## config.mk

```make
export PLATFORM = sky130hd
export DESIGN_NAME = branch_recovery_ctrl
export DESIGN_NICKNAME = d
export VERILOG_FILES = /design/src/rtl/pc_ctrl_pkg.sv /design/src/rtl/br_fifo.sv /design/src/rtl/branch_recovery_ctrl.sv
export SDC_FILE = /design/constraint.sdc
export NUM_CORES = 1
export LEC_CHECK = 0
export ABC_AREA = 1
export CAP_MARGIN = 10
export CORE_MARGIN = 2
export CORE_UTILIZATION = 58
export CTS_CLUSTER_SIZE = 25
export DETAILED_ROUTE_END_ITERATION = 8
export GPL_ROUTABILITY_DRIVEN = 1
export PLACE_DENSITY = 0.84
export RECOVER_POWER = 50
export SLEW_MARGIN = 20
export SYNTH_ARGS = -nofsm -noshare
export SYNTH_HDL_FRONTEND = slang
export SYNTH_SLANG_ARGS = --single-unit
```

## constraint.sdc

```tcl
create_clock -name i_sys_clk -period 6.9 [get_ports i_sys_clk]
set_input_delay 1.38 -clock i_sys_clk [delete_from_list [all_inputs] [get_ports i_sys_clk]]
set_output_delay 1.38 -clock i_sys_clk [all_outputs]
set_load 0.02 [all_outputs]
```

## src/rtl/pc_ctrl_pkg.sv

```systemverilog
`default_nettype none
// ============================================================================
//  Module      : pc_ctrl_pkg
//  Description : Shared types and default sizes for branch recovery control.
//  Revision    : 1.0 - initial release
// ============================================================================
package pc_ctrl_pkg;

    localparam int C_ADDR_WIDTH   = 16;
    localparam int C_DEPTH        = 4;
    localparam int C_FLUSH_CYCLES = 2;

    // Recovery sequencer states
    typedef enum logic {
        RUN   = 1'b0,
        FLUSH = 1'b1
    } rec_state_e;

    // One in-flight branch: its prediction and the PC not chosen by fetch
    typedef struct packed {
        logic                    pred_taken;
        logic [C_ADDR_WIDTH-1:0] alt_pc;
    } br_entry_t;

endpackage : pc_ctrl_pkg
`default_nettype wire

```

## src/rtl/br_fifo.sv

```systemverilog
`default_nettype none
// ============================================================================
//  Module      : br_fifo
//  Description : In-order circular buffer of branch entries with sync clear.
//  Revision    : 1.0 - initial release
// ============================================================================
module br_fifo
    import pc_ctrl_pkg::*;
#(
    parameter int WIDTH = $bits(br_entry_t),
    parameter int DEPTH = C_DEPTH
) (
    input  logic                       i_sys_clk,
    input  logic                       i_sys_rstn,
    input  logic                       i_clear,
    input  logic                       i_wr_en,
    input  logic [WIDTH-1:0]           i_wr_data,
    input  logic                       i_rd_en,
    output logic [WIDTH-1:0]           o_rd_data,
    output logic [$clog2(DEPTH+1)-1:0] o_count,
    output logic                       o_full,
    output logic                       o_empty
);

    localparam int PTR_W = $clog2(DEPTH);
    localparam int CNT_W = $clog2(DEPTH+1);

    logic [WIDTH-1:0] r_mem [DEPTH];
    logic [PTR_W-1:0] r_wr_ptr;
    logic [PTR_W-1:0] r_rd_ptr;
    logic [CNT_W-1:0] r_count;
    logic             w_do_wr;
    logic             w_do_rd;

    // A write at full is only accepted when a read frees a slot the same cycle
    assign w_do_rd   = i_rd_en && !o_empty;
    assign w_do_wr   = i_wr_en && (!o_full || w_do_rd);
    assign o_full    = (r_count == CNT_W'(DEPTH));
    assign o_empty   = (r_count == '0);
    assign o_count   = r_count;
    assign o_rd_data = r_mem[r_rd_ptr];

    // Pointer and occupancy tracking; clear discards everything in flight
    always_ff @(posedge i_sys_clk) begin
        if (!i_sys_rstn || i_clear) begin
            r_wr_ptr <= '0;
            r_rd_ptr <= '0;
            r_count  <= '0;
        end else begin
            if (w_do_wr) r_wr_ptr <= r_wr_ptr + PTR_W'(1);
            if (w_do_rd) r_rd_ptr <= r_rd_ptr + PTR_W'(1);
            r_count <= r_count + CNT_W'(w_do_wr) - CNT_W'(w_do_rd);
        end
    end

    // Storage array; contents are don't-care until written
    always_ff @(posedge i_sys_clk) begin
        if (w_do_wr && !i_clear) r_mem[r_wr_ptr] <= i_wr_data;
    end

endmodule : br_fifo
`default_nettype wire

```

## src/rtl/branch_recovery_ctrl.sv

```systemverilog
`default_nettype none
// ============================================================================
//  Module      : branch_recovery_ctrl
//  Description : Tracks predicted branches until EX resolution and sequences
//                PC recovery (mispredict pulse, correct PC, pipeline flush).
//  Revision    : 1.0 - initial release
// ============================================================================
module branch_recovery_ctrl
    import pc_ctrl_pkg::*;
#(
    parameter int ADDR_WIDTH   = C_ADDR_WIDTH,
    parameter int DEPTH        = C_DEPTH,
    parameter int FLUSH_CYCLES = C_FLUSH_CYCLES
) (
    input  logic                       i_sys_clk,
    input  logic                       i_sys_rstn,
    input  logic                       i_br_valid,
    input  logic                       i_br_pred_taken,
    input  logic [ADDR_WIDTH-1:0]      i_br_pc,
    input  logic [ADDR_WIDTH-1:0]      i_br_target,
    input  logic                       i_res_valid,
    input  logic                       i_res_taken,
    output logic                       o_stall,
    output logic                       o_mispredict,
    output logic [ADDR_WIDTH-1:0]      o_correct_pc,
    output logic                       o_flush,
    output logic [$clog2(DEPTH+1)-1:0] o_outstanding,
    output logic [1:0]                 o_err
);

    localparam int ENTRY_W = ADDR_WIDTH + 1;
    localparam int FCNT_W  = $clog2(FLUSH_CYCLES + 1);

    rec_state_e                r_state;
    logic [FCNT_W-1:0]         r_flush_cnt;
    logic                      r_mispredict;
    logic [ADDR_WIDTH-1:0]     r_correct_pc;
    logic                      r_flush;
    logic [1:0]                r_err;

    logic                      w_run;
    logic [ADDR_WIDTH-1:0]     w_alt_pc;
    logic [ENTRY_W-1:0]        w_wr_data;
    logic [ENTRY_W-1:0]        w_head;
    logic                      w_head_pred;
    logic [ADDR_WIDTH-1:0]     w_head_alt;
    logic                      w_full;
    logic                      w_empty;
    logic                      w_pop;
    logic                      w_mismatch;
    logic                      w_push;

    // Entry layout matches br_entry_t: {pred_taken, alt_pc}
    assign w_run       = (r_state == RUN);
    assign w_alt_pc    = i_br_pred_taken ? (i_br_pc + ADDR_WIDTH'(1)) : i_br_target;
    assign w_wr_data   = {i_br_pred_taken, w_alt_pc};
    assign w_head_pred = w_head[ADDR_WIDTH];
    assign w_head_alt  = w_head[ADDR_WIDTH-1:0];

    // Pop only real entries; a mispredict squashes any same-cycle (wrong-path) push
    assign w_pop      = w_run && i_res_valid && !w_empty;
    assign w_mismatch = w_pop && (i_res_taken != w_head_pred);
    assign w_push     = w_run && i_br_valid && !w_mismatch && (!w_full || w_pop);

    br_fifo #(
        .WIDTH (ENTRY_W),
        .DEPTH (DEPTH)
    ) u_fifo (
        .i_sys_clk  (i_sys_clk),
        .i_sys_rstn (i_sys_rstn),
        .i_clear    (w_mismatch),
        .i_wr_en    (w_push),
        .i_wr_data  (w_wr_data),
        .i_rd_en    (w_pop),
        .o_rd_data  (w_head),
        .o_count    (o_outstanding),
        .o_full     (w_full),
        .o_empty    (w_empty)
    );

    // Recovery FSM with registered mispredict, correct PC, flush and error outputs
    always_ff @(posedge i_sys_clk) begin
        if (!i_sys_rstn) begin
            r_state      <= RUN;
            r_flush_cnt  <= '0;
            r_mispredict <= 1'b0;
            r_correct_pc <= '0;
            r_flush      <= 1'b0;
            r_err        <= 2'b00;
        end else begin
            r_mispredict <= 1'b0;
            case (r_state)
                RUN: begin
                    if (i_res_valid && w_empty) r_err[0] <= 1'b1;
                    if (i_br_valid && w_full && !w_pop) r_err[1] <= 1'b1;
                    if (w_mismatch) begin
                        r_mispredict <= 1'b1;
                        r_correct_pc <= w_head_alt;
                        r_flush      <= 1'b1;
                        r_flush_cnt  <= FCNT_W'(FLUSH_CYCLES);
                        r_state      <= FLUSH;
                    end
                end
                FLUSH: begin
                    // Flush was raised on the mispredict edge, so it drops after FLUSH_CYCLES cycles
                    if (r_flush_cnt <= FCNT_W'(1)) begin
                        r_flush_cnt <= '0;
                        r_flush     <= 1'b0;
                        r_state     <= RUN;
                    end else begin
                        r_flush_cnt <= r_flush_cnt - FCNT_W'(1);
                    end
                end
                default: r_state <= RUN;
            endcase
        end
    end

    assign o_stall      = w_full;
    assign o_mispredict = r_mispredict;
    assign o_correct_pc = r_correct_pc;
    assign o_flush      = r_flush;
    assign o_err        = r_err;

endmodule : branch_recovery_ctrl
`default_nettype wire

```

== Word-level counts from Yosys, hierarchy flattened ==
Memories as Yosys holds them, arrays and structs flattened. A register that Yosys moved wholly into a read port is not among the register bits.
Index checks and enable logic that the tools add are counted.

* Bits in registers: 30
* Bits in writable memories: 68
* Input bits: 38
* Output and inout port bits: 24
* Logic and storage cells: 64
* Memories kept: 1

{| class="wikitable"
|+ Memory list
! memory !! depth !! width !! read ports !! clocked after memory_dff !! write ports !! RTL line !! RTL
|-
| u_fifo.r_mem || 4 || 17 || 1 || 1 || 1 || br_fifo.sv:28 || <nowiki>logic [WIDTH-1:0] r_mem [DEPTH];</nowiki>
|}

* $add $sub $neg: 6
* Order comparisons: 1
* Eq/ne operators: 4
* Mux-type cells: 14
* Bitwise logic cells: 2
* Reduce and logical (&&, ||, !) cells: 26

{| class="wikitable"
|+ Operators with widths
! kind !! count
|-
| $add A16 B1 Y16 const B || 1
|-
| $mux W16 || 1
|-
| $logic_and A1 B1 Y1 || 12
|-
| $mux W2 || 4
|-
| $reduce_and A2 Y1 || 4
|-
| $mux W1 || 6
|-
| $logic_not A1 Y1 || 5
|-
| $add A2 B1 Y2 const B || 2
|-
| $ne A2 B1 Y1 const B || 2
|-
| $pmux W1 S2 || 2
|-
| $pmux W2 S2 || 1
|-
| $add A3 B1 Y3 || 1
|-
| $eq A3 B3 Y1 const B || 1
|-
| $logic_not A3 Y1 || 1
|-
| $logic_or A1 B1 Y1 || 3
|-
| $sub A3 B1 Y3 || 1
|-
| $le A2 B1 Y1 const B || 1
|-
| $not A1 Y1 || 2
|-
| $reduce_or A2 Y1 || 1
|-
| $sub A2 B1 Y2 const B || 1
|-
| $ne A1 B1 Y1 || 1
|}

== Logic depth before layout (Yosys ltp) ==
* Depth in word-level cells: 11
* Depth in mapped cells: 15
* Depth with buffers taken out: 13

== By module ==
From an unflattened synthesis, not the netlist that was laid out.

* Cells, all modules: 460
* Area, all modules: 4461.8 um^2

{| class="wikitable"
|+ By module, submodules not included
! module !! times used !! cells an instance !! area each (um^2) !! seq. area each (um^2)
|-
| br_fifo || 1 || 237 || 3055.4 || 2222.1
|-
| branch_recovery_ctrl || 1 || 223 || 1406.3 || 460.4
|}

== Least setup slack after synthesis ==
No wires, ideal clock.

* Kind: input -> register
* From: input port i_res_valid
* To: memory u_fifo.r_mem[0][0] (netlist bit) (enable)
* Setup time: 0.391 ns
* Arrival time: 2.653 ns
* Data required time: 6.509 ns
* Slack: 3.856 ns
* Cell stages on the path: 6
* Buffers on the path: 1
* Cell sequence: nand2_1 -> nor2_2 -> nand3_2 -> buf_4 -> nand2_2 -> nor2_1

* Elaborated cells on any way between the ends: 13
* Those cells by class: mux: 2; reduce/logical: 11

{| class="wikitable"
|+ RTL lines
! item !! RTL line !! RTL
|-
| from (decl) || branch_recovery_ctrl.sv:21 || <nowiki>input logic i_res_valid,</nowiki>
|-
| $logic_and A1 B1 Y1 (2 in series) || branch_recovery_ctrl.sv:61 || <nowiki>assign w_pop = w_run && i_res_valid && !w_empty;</nowiki>
|-
| $logic_and A1 B1 Y1 || br_fifo.sv:36 || <nowiki>assign w_do_rd = i_rd_en && !o_empty;</nowiki>
|-
| via u_fifo.w_do_rd || br_fifo.sv:33 || <nowiki>logic w_do_rd;</nowiki>
|-
| $logic_or A1 B1 Y1 || br_fifo.sv:37 || <nowiki>assign w_do_wr = i_wr_en && (!o_full || w_do_rd);</nowiki>
|-
| $logic_and A1 B1 Y1 || br_fifo.sv:37 ||
|-
| $logic_and A1 B1 Y1 || br_fifo.sv:58 || <nowiki>if (w_do_wr && !i_clear) r_mem[r_wr_ptr] <= i_wr_data;</nowiki>
|-
| $mux W1 || br_fifo.sv:58 ||
|-
| $mux W1 (not written as such) || br_fifo.sv:58 ||
|-
| to (decl) || br_fifo.sv:28 ||
|}

The timed path passes the listed nets, and every way through them passes these cells.

== Final worst setup path ==
* From: input port i_res_valid
* To: memory u_fifo.r_mem[3][3] (netlist bit) (enable)

Same word-level chain as after synthesis.

==> flow_summary.json <==
{
  "grt_antenna_before_repair": 0,
  "fillers": 525,
  "track_usage_pct": 21.4,
  "avgRoutedWirePerCell_um": 13.9,
  "tightest_slew_ns": 1.11,
  "fp.dieArea_mm2": 0.00812,
  "ys.warnings.count": 0,
  "synth_cell_types": 29,
  "routed-wl-met2_mm": 4.03,
  "gr-total-overflow": 0,
  "worst-path-max-fanout": 21,
  "critPathKind": "in2reg",
  "drtAntennaViolNets": 0,
  "cts_num_sinks": 100,
  "p_sw_mw": 0.512,
  "htreeDepth": 3,
  "area_growth_pct": 21.0,
  "clk_pin_slew_ns": 0.09,
  "path_cells": "dlygate4sd3_1 > nand2_1 > nor2_1 > nand3_1 > nand2_1 > nor2_1 > clkbuf_1",
  "hold_class": "reg2reg",
  "drt-pass1-iter-count": 5,
  "fmax_mhz": 247,
  "regArea_mm2": 0.00268,
  "combPwrFrac_pct": 24.9,
  "wl_met1_mm": 3.67,
  "die_h_um": 90.1,
  "crit_cells": 7,
  "multi_input_area_mm2": 0.00138,
  "p_seq_share_pct": 48.5,
  "met3WireLength_um": 538,
  "place_area_mm2": 0.00498,
  "cts-buffers-inserted": 9,
  "nets": 546,
  "p_clk_share_pct": 26.7,
  "leakagePower_nw": 2.10,
  "max-slew-margin-rel_pct": 25.9,
  "synthesis.area_mm2": 0.00430,
  "drv_cap": 0,
  "r2r.worst_path.cells": 9,
  "rr_endpoint": "u_fifo.r_mem[3][3]$_DFFE_PP_",
  "post_cts_buffers": 0,
  "min_period_ns": 4.05,
  "drive_above_1_share_pct": 4.36,
  "num_antenna_cells": 0,
  "synth_edf_count": 68,
  "cts_hold_buf": 0,
  "p_int_mw": 1.14,
  "status": "completed",
  "cp-end-kind": "flop",
  "ios": 62,
  "slew_violations": 0,
  "finClkSkew_ns": 0.0202,
  "crit_required_ns": 6.88,
  "cts_tree": "built",
  "grt_max_degree": 36,
  "fin_crit_sh_pct": 58.6,
  "avgViaCountPerCell": 5.31,
  "grt_pass1_vias": 3029,
  "vdd.ir_drop.worst_mv": 0.116,
  "cts-root-buf": "clkbuf_8",
  "die_w_um": 90.1,
  "gp_congestion": 0.931,
  "cts_buffer_depth": 2,
  "cts.repair.resized": 0,
  "setup_viol": 0,
  "timing.critical_path.buf_inv": 2,
  "synthFlopType": "edfxtp_1",
  "drt-total-wl_mm": 8.42,
  "fin_area_mm2": 0.00520,
  "slowest_delay_ns": 0.82,
  "drc_errors": 0,
  "vias": 3208,
  "syn_nets": 486,
  "async_reset_ff_share_pct": 0,
  "top_layer": "met4",
  "hold_violations": 0,
  "rsz0062_at_grt": "no",
  "start_util_pct": 59.6,
  "power.density_mw_per_mm2": 318,
  "netlist_instances": 440,
  "reg2reg_setup_slack_ns": 3.31,
  "worst_path_dominant_cell_family": "buffers and inverters",
  "slowest_stage": "clkbuf_1",
  "syn_avg_cell_area_um2": 9.77,
  "ys_ff_latch": 100,
  "core_mm2": 0.00721,
  "startpoint_type": "input port",
  "drt_iter0_drc": 290,
  "swShare_pct": 31.0,
  "cp-endpoint": "u_fifo.r_mem[3][3]$_DFFE_PP_",
  "arrival_ns": 4.02,
  "p_total_mw": 1.65,
  "grt_pass1_wl_mm": 13.8,
  "seq_area_frac_synth_pct": 62.4,
  "rows": 31,
  "portBuffers": 61,
  "clk_latency_ns": 0.37,
  "dp_hpwl_mm": 5.86,
  "timing.critical_path.from": "i_res_valid",
  "setup_tns_ns": 0
}
==> per-stage QoR <==
stage | hold slack [ns] | setup slack [ns] | std cells | util (%)
6_report | 0.472 | 2.85 | 604 | 72.1
3_5_place_dp | 0.457 | 3.11 | 588 | 69.0
2_1_floorplan | 0.459 | 3.86 | 440 | -
3_3_place_gp | 0.445 | 3.24 | 588 | 69.0
5_1_grt | 0.487 | 2.59 | 604 | 72.1
4_1_cts | 0.477 | 3.46 | 604 | 72.5
==> layout make-up <==
cell class,instances,area share (%)
Clock buffer,9,2.38
Timing Repair Buffer,65,12.1
Sequential cell,100,51.6
Multi-Input combinational cell,289,26.6
Tap cell,99,2.38
Clock inverter,7,2.38
Inverter,35,2.57
==> power by group through the flow <==
stage	clock, mW	sequential [mW]	combinational (mW)
global placement	0	0.812	0.415
finish	0.441	0.801	0.411
global route	0.464	0.813	0.459
CTS	0.442	0.801	0.433
detailed placement	0	0.815	0.429
floorplan	0	0.827	0.259
==> cells by family after synthesis <==
logic type,Yosys count,share of synthesized area [%]
and+or+nand+nor,206,19.9
adders and majority gates,8,2.50
AOI/OAI and AO/OA,67,8.50
DFF,100,62.4
xor gates and xnor gates,8,1.63
buffers and inverters,51,5.03
==> metal layers <==
metal / global-route usage [%] / vias to the layer above
met5: 0 / -
met3: 3.02 / 16
li1: - / 1607
met4: 10.1 / 0
met1: 28.0 / 1452
met2: 35.5 / 133
==> state kept, by name, summed over array words and instances (netlist names), named ones only <==
signal	count
o_err	2
o_correct_pc	16
r_state	1
u_fifo.r_mem	68
r_flush_cnt	2
o_flush	1
u_fifo.r_wr_ptr	2
u_fifo.o_count	3
u_fifo.r_rd_ptr	2
o_mispredict	1
==> synth_stat cells, drive strengths merged (3+ instances only) <==
library cell / number / share of area (%)
nand2: 101 / 8.9
a31oi: 4 / 0.58
nor3: 9 / 1.0
buf: 6 / 1.0
dfxtp: 32 / 15
o22ai: 16 / 2.3
ha: 7 / 2.0
o21ai: 43 / 5.0
edfxtp: 68 / 47
nor2: 61 / 5.6
clkbuf: 10 / 0.87
xor2: 5 / 1.0
nand3: 32 / 4.0
inv: 34 / 3.0
xnor2: 3 / 0.61
==> layout by cell type, fill, tap and decap left out, types with 7 or more instances in the layout <==
master,count
clkbuf_8,9
nand2_1,101
dfxtp_1,31
nand3_1,31
dlygate4sd3_1,28
o21ai_0,43
clkdlybuf4s50_1,33
edfxtp_1,68
ha_1,7
inv_1,31
o22ai_1,16
nor3_1,9
nor2_1,61
==> worst reg2reg max path, cell delays in order (launching register included) <==
cell and delay [ns]:
dfxtp_2 0.74, inv_4 0.28, nand2_1 0.12, nand3_1 0.10
nand2_1 0.10, nand2_1 0.05, nand3_1 0.52, nand2_1 0.30
nor2_1 0.16, clkbuf_1 0.82
==> worst min path at each step <==
stage               cells after the start                    startpoint                           end  slack (ns)
global route                            2  o_correct_pc[2]$_SDFFE_PN0P_  o_correct_pc[2]$_SDFFE_PN0P_        0.49
detailed placement                      2         o_err[0]$_SDFFE_PN0P_         o_err[0]$_SDFFE_PN0P_        0.46
floorplan                               2   r_flush_cnt[0]$_SDFFE_PN0P_   r_flush_cnt[0]$_SDFFE_PN0P_        0.46
global placement                        2         o_err[0]$_SDFFE_PN0P_         o_err[0]$_SDFFE_PN0P_        0.44
finish                                  2  o_correct_pc[0]$_SDFFE_PN0P_  o_correct_pc[0]$_SDFFE_PN0P_        0.47
CTS                                     2  o_correct_pc[0]$_SDFFE_PN0P_  o_correct_pc[0]$_SDFFE_PN0P_        0.48
No activity file was read; power rests on OpenSTA's default activity.
